[src/rtl/ahb_bus_arbiter.sv]
// Round-robin AHB multi-master arbiter with address/data phase bus muxing.
// Ownership changes only at h_ready edges outside SEQ/BUSY; a hold limit bounds a master's tenure.
module ahb_bus_arbiter #(
  parameter int N_MASTERS = 2,
  parameter int MAX_HOLD  = 8
) (
  input  logic                           h_clk,
  input  logic                           h_resetn,
  input  logic [N_MASTERS-1:0]           m_busreq,
  input  logic [N_MASTERS*32-1:0]        m_addr,
  input  logic [N_MASTERS*3-1:0]         m_burst,
  input  logic [N_MASTERS*3-1:0]         m_size,
  input  logic [N_MASTERS*2-1:0]         m_trans,
  input  logic [N_MASTERS-1:0]           m_write,
  input  logic [N_MASTERS*32-1:0]        m_wdata,
  input  logic [N_MASTERS*4-1:0]         m_wstrb,
  output logic [N_MASTERS-1:0]           m_grant,
  output logic [$clog2(N_MASTERS)-1:0]   m_downer,
  output logic [31:0]                    h_addr,
  output logic [2:0]                     h_burst,
  output logic [2:0]                     h_size,
  output logic [1:0]                     h_trans,
  output logic                           h_write,
  output logic [31:0]                    h_wdata,
  output logic [3:0]                     h_wstrb,
  input  logic                           h_ready,
  input  logic                           h_resp
);

  localparam int MW = $clog2(N_MASTERS);
  localparam int HW = $clog2(MAX_HOLD + 1);

  logic [MW-1:0] owner_r;
  logic [MW-1:0] downer_r;
  logic [HW-1:0] hold_cnt_r;
  logic [MW-1:0] rr_ptr_r;

  logic [MW-1:0] owner_nx_s;
  logic [MW-1:0] downer_nx_s;
  logic [HW-1:0] hold_cnt_nx_s;
  logic [MW-1:0] rr_ptr_nx_s;

  logic [31:0] addr_a  [N_MASTERS];
  logic [2:0]  burst_a [N_MASTERS];
  logic [2:0]  size_a  [N_MASTERS];
  logic [1:0]  trans_a [N_MASTERS];
  logic [31:0] wdata_a [N_MASTERS];
  logic [3:0]  wstrb_a [N_MASTERS];

  logic [MW-1:0] pick_s;
  logic [MW-1:0] cand_s;
  logic          found_s;
  logic          own_req_s;
  logic [1:0]    own_trans_s;
  logic          in_burst_s;
  logic          hold_hit_s;
  logic          rearb_s;
  logic          change_s;
  logic          accept_s;

  // The error response needs no arbiter action; the master's idle triggers re-arbitration.
  logic unused_s;
  assign unused_s = h_resp;

  // Per-master unpacking of the flat input buses, plus one-hot grant decode
  for (genvar i = 0; i < N_MASTERS; i++) begin : g_unpack
    assign addr_a[i]  = m_addr[32*i +: 32];
    assign burst_a[i] = m_burst[3*i +: 3];
    assign size_a[i]  = m_size[3*i +: 3];
    assign trans_a[i] = m_trans[2*i +: 2];
    assign wdata_a[i] = m_wdata[32*i +: 32];
    assign wstrb_a[i] = m_wstrb[4*i +: 4];
    assign m_grant[i] = (owner_r == MW'(i));
  end

  assign own_req_s   = m_busreq[owner_r];
  assign own_trans_s = trans_a[owner_r];

  assign h_addr   = addr_a[owner_r];
  assign h_burst  = burst_a[owner_r];
  assign h_size   = size_a[owner_r];
  assign h_write  = m_write[owner_r];
  assign h_wdata  = wdata_a[downer_r];
  assign h_wstrb  = wstrb_a[downer_r];
  assign m_downer = downer_r;

  // Shared HTRANS: idle while in reset or when the owner has dropped its request
  always_comb begin
    h_trans = 2'b00;
    if (!h_resetn) begin
      h_trans = 2'b00;
    end else if (own_req_s) begin
      h_trans = own_trans_s;
    end else begin
      h_trans = 2'b00;
    end
  end

  // Round-robin search: first requester starting at rr_ptr
  always_comb begin
    pick_s  = owner_r;
    found_s = 1'b0;
    cand_s  = rr_ptr_r;
    for (int k = 0; k < N_MASTERS; k++) begin
      cand_s  = MW'((int'(rr_ptr_r) + k) % N_MASTERS);
      pick_s  = (!found_s && m_busreq[cand_s]) ? cand_s : pick_s;
      found_s = found_s | m_busreq[cand_s];
    end
  end

  // Handover is only legal outside SEQ/BUSY, and a forced handover only at a NONSEQ
  assign in_burst_s = (own_trans_s == 2'b01) || (own_trans_s == 2'b11);
  assign hold_hit_s = (hold_cnt_r >= HW'(MAX_HOLD)) && (own_trans_s == 2'b10);
  assign rearb_s    = h_ready && !in_burst_s &&
                      (!own_req_s || (own_trans_s == 2'b00) || hold_hit_s);
  assign change_s   = rearb_s && found_s && (pick_s != owner_r);
  assign accept_s   = h_ready && h_trans[1];

  // Next-state for owner, data-phase owner, tenure counter and round-robin pointer
  always_comb begin
    owner_nx_s    = owner_r;
    downer_nx_s   = downer_r;
    hold_cnt_nx_s = hold_cnt_r;
    rr_ptr_nx_s   = rr_ptr_r;
    if (h_ready) begin
      downer_nx_s = owner_r;
    end else begin
      downer_nx_s = downer_r;
    end
    if (change_s) begin
      owner_nx_s    = pick_s;
      rr_ptr_nx_s   = MW'((int'(pick_s) + 1) % N_MASTERS);
      hold_cnt_nx_s = {HW{1'b0}};
    end else if (accept_s && (hold_cnt_r < HW'(MAX_HOLD))) begin
      hold_cnt_nx_s = hold_cnt_r + HW'(1);
    end else begin
      hold_cnt_nx_s = hold_cnt_r;
    end
  end

  // Arbitration state registers; reset parks the bus on master 0
  always_ff @(posedge h_clk or negedge h_resetn) begin
    if (!h_resetn) begin
      owner_r    <= {MW{1'b0}};
      downer_r   <= {MW{1'b0}};
      hold_cnt_r <= {HW{1'b0}};
      rr_ptr_r   <= MW'(1 % N_MASTERS);
    end else begin
      owner_r    <= owner_nx_s;
      downer_r   <= downer_nx_s;
      hold_cnt_r <= hold_cnt_nx_s;
      rr_ptr_r   <= rr_ptr_nx_s;
    end
  end

endmodule

[config.mk]
export PLATFORM = sky130hd
export DESIGN_NAME = ahb_bus_arbiter
export DESIGN_NICKNAME = d
export VERILOG_FILES = /design/src/rtl/ahb_bus_arbiter.sv
export SDC_FILE = /design/constraint.sdc
export NUM_CORES = 1
export LEC_CHECK = 0
export ABC_AREA = 1
export CAP_MARGIN = 10
export CORE_AREA = 2 2 92 94
export CTS_CLUSTER_SIZE = 10
export DETAILED_ROUTE_END_ITERATION = 10
export DIE_AREA = 0 0 94 96
export PLACE_DENSITY = 0.7
export RECOVER_POWER = 100
export REMOVE_ABC_BUFFERS = 1
export SYNTH_ARGS = -nofsm -noshare
export SYNTH_HDL_FRONTEND = slang
export SYNTH_SLANG_ARGS = --single-unit
[constraint.sdc]
create_clock -name h_clk -period 1.8 [get_ports h_clk]
set_input_delay 0.18 -clock h_clk [delete_from_list [all_inputs] [get_ports h_clk]]
set_output_delay 0.18 -clock h_clk [all_outputs]
set_load 0.02 [all_outputs]
# --- After elaboration in Yosys (flattened, before gate mapping) ---
# Index checks and enable logic that the tools add are counted.
op_classes:
  n_addsub: 3
  magnitude_cmp: 7
  n_eq_ne: 4
  mux: 32
  bitwise_logic: 4
  reduce_logical: 16
op_table:
  columns: ["op", "count"]
  rows:
  - ["$mux 32", 6]
  - ["$mux 4", 5]
  - ["$mux 3", 6]
  - ["$mux 1", 10]
  - ["$mux 2", 5]
  - ["$logic_and 1x1->1", 8]
  - ["$lt 1x2->1 const B", 3]
  - ["$add 4x1->4 const B", 1]
  - ["$eq 2x2->1 const B", 2]
  - ["$ge 2x2->1 const B", 2]
  - ["$ge 4x4->1 const B", 1]
  - ["$lt 4x4->1 const B", 1]
  - ["$not 1->2", 2]
  - ["$logic_not 1->1", 3]
  - ["$logic_or 1x1->1", 3]
  - ["$add 1x1->1 const B", 2]
  - ["$eq 2x1->1 const B", 1]
  - ["$logic_not 2->1", 1]
  - ["$reduce_bool 2->1", 1]
  - ["$ne 1x1->1", 1]
  - ["$not 1->1", 1]
  - ["$or 1x1->1", 1]
totals:
  register_bits: 7
  in_bits: 160
  output_inout_bits: 80
  elab_cells: 70

# --- Logic depth before layout (Yosys ltp) ---
# Gate-level depths: netlist (run 1).
depth:
  depth_word: 12
  mapped_depth: 10
  mapped_depth_nobuf: 9

# --- Worst setup path after synthesis (run 1) ---
# No wires, ideal clock.
synth_path:
  path_kind: "flip-flop to output port"
  start: "register downer_r (netlist: m_downer)"
  end: "output h_wdata[0]"
  t_arrival_ns: 1.246
  setup_slack_ns: 0.374
  path_stages_with_launch: 6
  path_cell_list: "dfrtp_1 buf_2 inv_2 clkbuf_1 nand2_1 nand2_1"
synth_between:
  elab_chain_cells: 4
synth_rtl:
  columns: ["element", "line_no", "text"]
  rows:
  - ["from (decl)", "34", "logic [MW-1:0] downer_r;"]
  - ["from (signal assigned)", "145", "downer_r <= {MW{1'b0}};"]
  - ["from (signal assigned)", "150", "downer_r <= downer_nx_s;"]
  - ["$not 1->2 (not written as such)", "83", "assign h_wdata = wdata_a[downer_r];"]
  - ["$mux 32 (not written as such) (3 in series)", "83", null]
  - ["to (decl)", "24", "output logic [31:0] h_wdata,"]
# Every way passes these cells. The select of a mux whose other input is x is not followed.

# --- Worst setup path in the final report (run 1) ---
layout_path:
  start: "register downer_r (netlist: m_downer)"
  end: "output m_downer"
layout_rtl:
  columns: ["element", "line_no", "text"]
  rows:
  - ["to (decl)", "18", "output logic [$clog2(N_MASTERS)-1:0] m_downer,"]
# No word-level cell between the ends.

==> results of run 1 <==
[synthesized netlist by cell type, drive strengths merged]
library cell | count | area (µm²)
a21oi | 3 | 15.0
or2 | 1 | 6.26
clkbuf | 13 | 48.8
buf | 5 | 40.0
nor2 | 8 | 40.0
ha | 2 | 25.0
nand4 | 1 | 6.26
xor2 | 1 | 8.76
nand3 | 9 | 60.1
o21ai | 5 | 25.0
nand2 | 249 | 942
inv | 12 | 47.6
dfstp | 1 | 26.3
dfrtp | 6 | 150
[routing by layer]
metal	wire length [µm]	part of all wire (%)
met1	2770	34
met5	0	0
met4	258	3.2
met3	987	12
met2	4110	51
[registers in the layout, indices dropped and copies added (netlist names)]
register / flops
m_downer: 1
owner_r: 1
hold_cnt_r: 4
rr_ptr_r: 1
[area by class of cell]
class,instances,area [µm²]
inverter,12,47.5
clock buffer,4,45.0
fill,873,4090
multi-input combinational,279,1110
antenna,2,5.00
tap,105,131
timing repair buffer,253,2440
sequential,7,176
[worst max path at each step]
stage	to	slack [ns]	cells after the start
floorplan	hold_cnt_r[2]	-0.36	7
global placement	h_trans[0]	-0.02	6
detailed placement	h_trans[0]	-0.02	6
CTS	h_trans[0]	0.1	6
global route	h_trans[1]	0.01	6
finish	m_downer	0.11	2
[where the power goes]
group	leakage (nW)	internal [W]	switching, W	total [W]
Clock	0.0228	0.000153	0.0000690	0.000222
Sequential	0.0888	0.000223	0.0000534	0.000276
Combinational	1.99	0.00151	0.00222	0.00373
Total	2.10	0.00189	0.00234	0.00423
[critical path, stage by stage (launching register included)]
cell and delay (ns):
dfrtp_1 0.38, buf_12 0.20, dlygate4sd3_1 0.69
[cells by family (layout without fill, tap and decap cells)]
logic type	after synthesis	in the layout
AND/OR/NAND/NOR	268	268
buffers and inverters	30	269
AO/OA/AOI/OAI	8	8
flip-flops	7	7
adder cells (fa/ha/maj)	2	2
XOR/XNOR	1	1
other	0	2
[repair_timing]
item                       4_1_cts  5_1_grt
setup buffers                    0        0
setup endpoints to repair       77        0
gates resized for setup         77        0
[through the flow]
step	area, µm²	setup TNS (ns)	power, W	util [%]
after floorplan	1350	-7.35	0.00226	-
after global placement	4030	-0.0176	0.00454	50.0
after detailed placement	4030	-0.0179	0.00458	50.0
after CTS	3980	0	0.00434	49.4
after global routing	3960	0	0.00461	49.2
final	3960	0	0.00423	49.2
==> metrics.cfg, run 1 <==
[synth]
avgSynthCellArea_um2 = 4.56
yosys.area_share.simple_pct = 73.2
synth_top_family_by_area = simple AND/OR/NAND/NOR gates
ys_ff_latch = 7
yosysWarnings = 0
synthXorXnorAreaFrac_pct = 0.608
syn-cell-area_um2 = 1440
synth.mux.area_fraction_pct = 0
synth_compound_area_share_pct = 2.78
synthDistinctLibCells = 23
syn_inst = 316
ys_seq_area_share_pct = 12.2
synth_fa_ha_area_share_pct = 1.74

[cts]
htreeDepth = 1
clock_sinks = 7
ctsLongestPathBuffers = 2
cts_tree = yes
cts_hold_buf = 0
numCtsBuffers = 3
clkLatencyLatePin_ns = 0.23
clk_pin_slew_ns = 0.04
cts_root_buf = clkbuf_8

[route]
num_vias = 2761
wl_per_cell_um = 12.3
drt_wl_total_um = 8130
via_per_inst = 4.17
ant_nets = 0
drtIter0Drc = 49
drc_errors = 0
firstDrtPassIters = 4

[power_and_ir_drop]
peakVddDrop_mv = 0.472
p_leak_nw = 2.10
power_per_cell_area_nw_per_um2 = 1070

[placed_design]
place_congestion = 0.759
dpl.cell_count = 656
io_buffer_count = 238
hpwl_um = 7010
pre_cts_ws_ns = -0.0179

[global_routing]
use_met2_pct = 34.0
overflow = 0
grt_use_met3_pct = 5.09
top_usage_layer = met2
grt_pass1_wl_um = 12200
grt_pass1_vias = 2725
grt.total_usage_pct = 16.7
antenna_found_initial = 2
grt_max_degree = 38
grt_util_met1_pct = 15.3

[timing]
clock_skew_ns = 0.000345
worst_slack_ns = 0.111
finalCriticalPeriod_ns = 1.69
setup_viol = 0
rsz0062_at_grt = no
fmax_ghz = 0.592
timing.slew.headroom_pct = 73.7
maxSlewViolCount = 0
fin_crit_sh_pct = 93.8
hold_viol = 0
whs_ns = 0.493
worst_slew_pin_slew_ns = 0.395

[setup_path]
cp-start-kind = register
crit_type = reg -> out
rrSetupSlack_ns = 0.30
timing.rr.start = owner_r
cp-end-kind = output pin
r2r-end = hold_cnt_r[2]
cp-startpoint = m_downer
arrival_ns = 1.51
required_ns = 1.62
reg2regPathDepth = 8
crit_fanout = 37

[die]
std_cell_rows = 33
die_x_um = 94
die-area_um2 = 9020
io_pins = 240
start_util_pct = 17.9
coreArea_um2 = 8050
dieHeight_um = 96

[layout]
area_growth_pct = 175
layout_common_cells = nand2_1, clkdlybuf4s50_1, dlygate4sd2_1, inv_1, buf_4
nets = 718
drive_gt1_share_pct = 3.96
final_cells = 662
mostFrequentLayoutCell = nand2_1

[worst_hold_path]
hold_path_class = in -> async

[run]
max_cap_violations = 0

[outcome]
status = finished clean

Note: power is estimated with default switching activity, not from simulation.
==> run 2, diff against run 1 <==
CORE_AREA = default   (was 2 2 92 94)
CORE_ASPECT_RATIO = 0.5   (was default)
CORE_MARGIN = 2   (was default)
CORE_UTILIZATION = 22   (was default)
DIE_AREA = default   (was 0 0 94 96)
PLACE_DENSITY = 0.83   (was 0.7)
==> run 2 against run 1 <==
Flip-flop and latch count is the same. Count of clock-buffer cells in the layout unchanged. First-iteration DRC count increased by 65%. Combinational power is 3% higher. Worst setup slack lost 0.086 ns. Global-route usage increased by 3.9 points. Core utilization increased by 16 points. Sequential power is essentially flat. Critical path type unchanged. Maximum frequency shrank 4.9%. Sequential share of layout area fell by 0.11 points. Non-clock buffer count grew 1.
==> metrics.cfg, run 2 (synthesis gave the netlist of run 1 again) <==
[outcome]
status = finished clean

[layout]
num-fill-cells = 590
area_growth_pct = 182
drive_gt1_share_pct = 5.22
multi_input_area_um2 = 1130
largest_reg_flops = 4
mostFrequentLayoutCell = nand2_1
antenna_cells = 0
regMostFlops = hold_cnt_r
layout_common_cells = nand2_1, clkdlybuf4s50_1, dlygate4sd2_1, dlymetal6s2s_1, inv_1
nets = 719
finalCoreUtilization_pct = 65.5
seq_area_um2 = 176

[timing]
worst_slew_pin_slew_ns = 0.419
tns_ns = 0
maxSlewViolCount = 0
setup_viol = 0
fmax_ghz = 0.563
clock_skew_ns = 0.00256
worst_slack_ns = 0.0250
rsz0062_at_grt = yes
fin_crit_sh_pct = 98.6
finalCriticalPeriod_ns = 1.78
hold_viol = 0
timing.slew.headroom_pct = 72.0

[route]
ant_nets = 0
num_vias = 2669
via_per_inst = 4.14
drt_wl_total_um = 8100
drc_errors = 0
drtIter0Drc = 81
wl_per_cell_um = 12.6
firstDrtPassIters = 4

[die]
die_x_um = 118
std_cell_rows = 20
die-area_um2 = 7250
start_util_pct = 23.2
coreArea_um2 = 6210
dieHeight_um = 61.2
io_pins = 240

[placed_design]
hpwl_um = 6990
pre_cts_ws_ns = -0.0168
place_congestion = 0.832
io_buffer_count = 238

[cts]
ctsLongestPathBuffers = 2
postCtsSetupBuffers = 0
clk_pin_slew_ns = 0.04
htreeDepth = 1
numCtsBuffers = 3
cts_root_buf = clkbuf_16
clkLatencyLatePin_ns = 0.23
clock_sinks = 7
cts_tree = yes

[setup_path]
timing.rr.start = owner_r
cp-start-kind = register
rrSetupSlack_ns = 0.33
crit_type = reg -> out
required_ns = 1.62
r2r-end = hold_cnt_r[0]
crit_fanout = 18
cp-end-kind = output pin
crit_path_end = h_wdata[0]
reg2regPathDepth = 8
cp-startpoint = m_downer
arrival_ns = 1.60

[power_and_ir_drop]
peakVddDrop_mv = 0.822
total_power_w = 0.00452
p_leak_nw = 2.26
power_per_cell_area_nw_per_um2 = 1110

[global_routing]
grt.total_usage_pct = 20.7
grt_pass1_wl_um = 12000
overflow = 0
grt_max_degree = 25
antenna_found_initial = 0
grt_pass1_vias = 2503

[run]
max_cap_violations = 0

[worst_hold_path]
hold_path_class = in -> async

[run 2: per-stage QoR]
stage / std cells / hold slack, ns / area [µm²]
floorplan: 298 / -0.116 / 1350
global placement: 640 / 0.475 / 4030
detailed placement: 640 / 0.484 / 4030
CTS: 644 / 0.299 / 4040
global route: 644 / 0.497 / 4060
finish: 644 / 0.456 / 4060
[run 2: where the power goes]
group          leakage, nW  total [W]  switching [W]  internal, W
clock               0.0382   0.000380      0.0000849     0.000295
combinational         2.13    0.00386        0.00223      0.00163
sequential          0.0888   0.000276      0.0000536     0.000223
total                 2.26    0.00452        0.00237      0.00215
[run 2: layer usage]
metal / GRT usage [%] / up-vias / part of all wire [%]
met5: 0 / - / 0
met4: 6.46 / 0 / 1.9
met3: 5.46 / 16 / 7.0
met2: 41.8 / 103 / 53
met1: 22.1 / 1133 / 38
li1: - / 1417 / -
[run 2: layout make-up]
cell class / count / area share [%]
well taps: 88 / 2.71
repair buffers: 254 / 62.1
multi-input cells: 279 / 27.8
clock buffers: 4 / 1.94
inverters: 12 / 1.17
flip-flops and latches: 7 / 4.34
[run 2: worst min path at each step]
stage	cells past startpoint	end
after floorplan	0	hold_cnt_r[0]
after global placement	2	rr_ptr_r
after detailed placement	2	rr_ptr_r
after CTS	2	hold_cnt_r[3]
after global routing	2	hold_cnt_r[3]
final	2	hold_cnt_r[3]
[run 2: worst max-delay path, cell delays in order, from the launching register on]
cell and delay, ns:
dfrtp_1 0.40, inv_2 0.11, buf_12 0.15, nand2_1 0.05, nand2_1 0.05, clkdlybuf4s50_1 0.59
[run 2: repair_timing]
item,CTS,global route
hold buffers,0,0
setup endpoints to repair,59,23
resized for setup,59,21
==> run 3, diff against run 2 <==
CTS_BUF_LIST = sky130_fd_sc_hd__clkbuf_4 sky130_fd_sc_hd__clkbuf_8   (was default)
==> run 3 against run 2 <==
Combinational power about the same. Die area unchanged. Clock skew up 0.0019 ns. Sequential share of layout area about the same. Flip-flop and latch count unchanged. Count of clock-buffer cells in the layout unchanged. Final area down 0.92%. Via count up 0.45%. Final cell count unchanged. Total power down 3.1%. Core utilization down 0.60 points. Largest cell class unchanged. Largest power group unchanged.
==> metrics.cfg, run 3 (synthesis gave the netlist of run 1 again) <==
[cts]
cts_tree = yes
ctsLongestPathBuffers = 2
clkLatencyLatePin_ns = 0.23
cts_hold_buf = 0
numCtsBuffers = 3
htreeDepth = 1
cts_root_buf = clkbuf_8
clk_pin_slew_ns = 0.04
clock_sinks = 7

[placed_design]
place_congestion = 0.832
io_buffer_count = 238
hpwl_um = 6990

[die]
dieHeight_um = 61.2
std_cell_rows = 20
coreArea_um2 = 6210
start_util_pct = 23.2
die-area_um2 = 7250
die_x_um = 118
io_pins = 240

[power_and_ir_drop]
power_per_cell_area_nw_per_um2 = 1090
p_leak_nw = 2.23
peakVddDrop_mv = 0.821
total_power_w = 0.00438

[global_routing]
grt.total_usage_pct = 20.6
grt_max_degree = 25
grt_pass1_wl_um = 12000
grt_pass1_vias = 2503
overflow = 0
antenna_found_initial = 0

[route]
ant_nets = 0
drt_wl_total_um = 8090
via_per_inst = 4.16
firstDrtPassIters = 4
drc_errors = 0
num_vias = 2681
drtIter0Drc = 80
wl_per_cell_um = 12.6

[outcome]
status = finished clean

[setup_path]
required_ns = 1.62
arrival_ns = 1.60
crit_fanout = 18
cp-end-kind = output pin
crit_type = reg -> out
cp-start-kind = register

[run]
max_cap_violations = 0

[timing]
rsz0062_at_grt = yes
worst_slew_pin_slew_ns = 0.412
whs_ns = 0.451
timing.slew.headroom_pct = 72.5
setup_viol = 0
hold_viol = 0
fmax_ghz = 0.562
maxSlewViolCount = 0
clock_skew_ns = 0.00446
fin_crit_sh_pct = 98.8
finalCriticalPeriod_ns = 1.78

[layout]
area_growth_pct = 179
mostFrequentLayoutCell = nand2_1
largest_reg_flops = 4
layout_common_cells = nand2_1, clkdlybuf4s50_1, dlygate4sd2_1, dlymetal6s2s_1, inv_1
num-fill-cells = 593
antenna_cells = 0
drive_gt1_share_pct = 5.58
regMostFlops = hold_cnt_r
nets = 719

[worst_hold_path]
hold_path_class = in -> async

run 3: final cells by class:
class	instances	area [µm²]	area share (%)
flip-flops and latches	7	176	4.38
inverters	12	47.5	1.18
well taps	88	110	2.73
clock buffers	4	48.8	1.21
repair buffers	254	2510	62.5
multi-input cells	279	1130	28.0
run 3: path summary, 6_finish.rpt:
| check | startpoint | end | slack, ns | cells past startpoint |
|---|---|---|---|---|
| setup / recovery | m_downer | h_wdata[0] | 0.02 | 5 |
| hold / removal | h_resetn | hold_cnt_r[3] | 0.45 | 2 |
| setup reg to reg | owner_r | hold_cnt_r[0] | 0.32 | 8 |
| hold reg to reg | rr_ptr_r | rr_ptr_r | 0.49 | 2 |
| max in group asynchronous | h_resetn | rr_ptr_r | 1.02 | 2 |
| min in group h_clk | rr_ptr_r | rr_ptr_r | 0.49 | 2 |
run 3: critical path, cell delays in order (launching register included):
cell and delay, ns:
dfrtp_1 0.40, inv_2 0.11, buf_12 0.15, nand2_1 0.05, nand2_1 0.05, clkdlybuf4s50_1 0.59
run 3: power breakdown:
| group | leakage, nW | internal [W] | switching [W] | total, W |
|---|---|---|---|---|
| clock | 0.0262 | 0.000169 | 0.0000720 | 0.000241 |
| sequential | 0.0888 | 0.000223 | 0.0000553 | 0.000278 |
| combinational | 2.11 | 0.00163 | 0.00223 | 0.00386 |
run 3: stage by stage:
stage	cells	area, µm²	util [%]	worst slack (ns)	setup TNS, ns
5_1_grt	644	4030	64.9	-0.0497	-0.105
2_1_floorplan	298	1350	-	-0.363	-7.35
6_report	644	4030	64.9	0.0220	0
3_5_place_dp	640	4030	64.9	-0.0168	-0.0270
3_3_place_gp	640	4030	64.9	0.0163	0
4_1_cts	644	4000	64.5	0.000102	0
run 3: layer usage:
layer | part of all wire [%] | GRT usage (%) | vias to the layer above
met1 | 38 | 21.9 | 1142
li1 | - | - | 1418
met2 | 53 | 41.7 | 104
met5 | 0 | 0 | -
met3 | 7.3 | 5.74 | 17
met4 | 1.8 | 5.95 | 0
run 3: what timing repair did:
action                                  in CTS  in global routing
setup buffers                                0                  0
resized for setup                           62                 18
endpoints found under the setup margin      62                 20
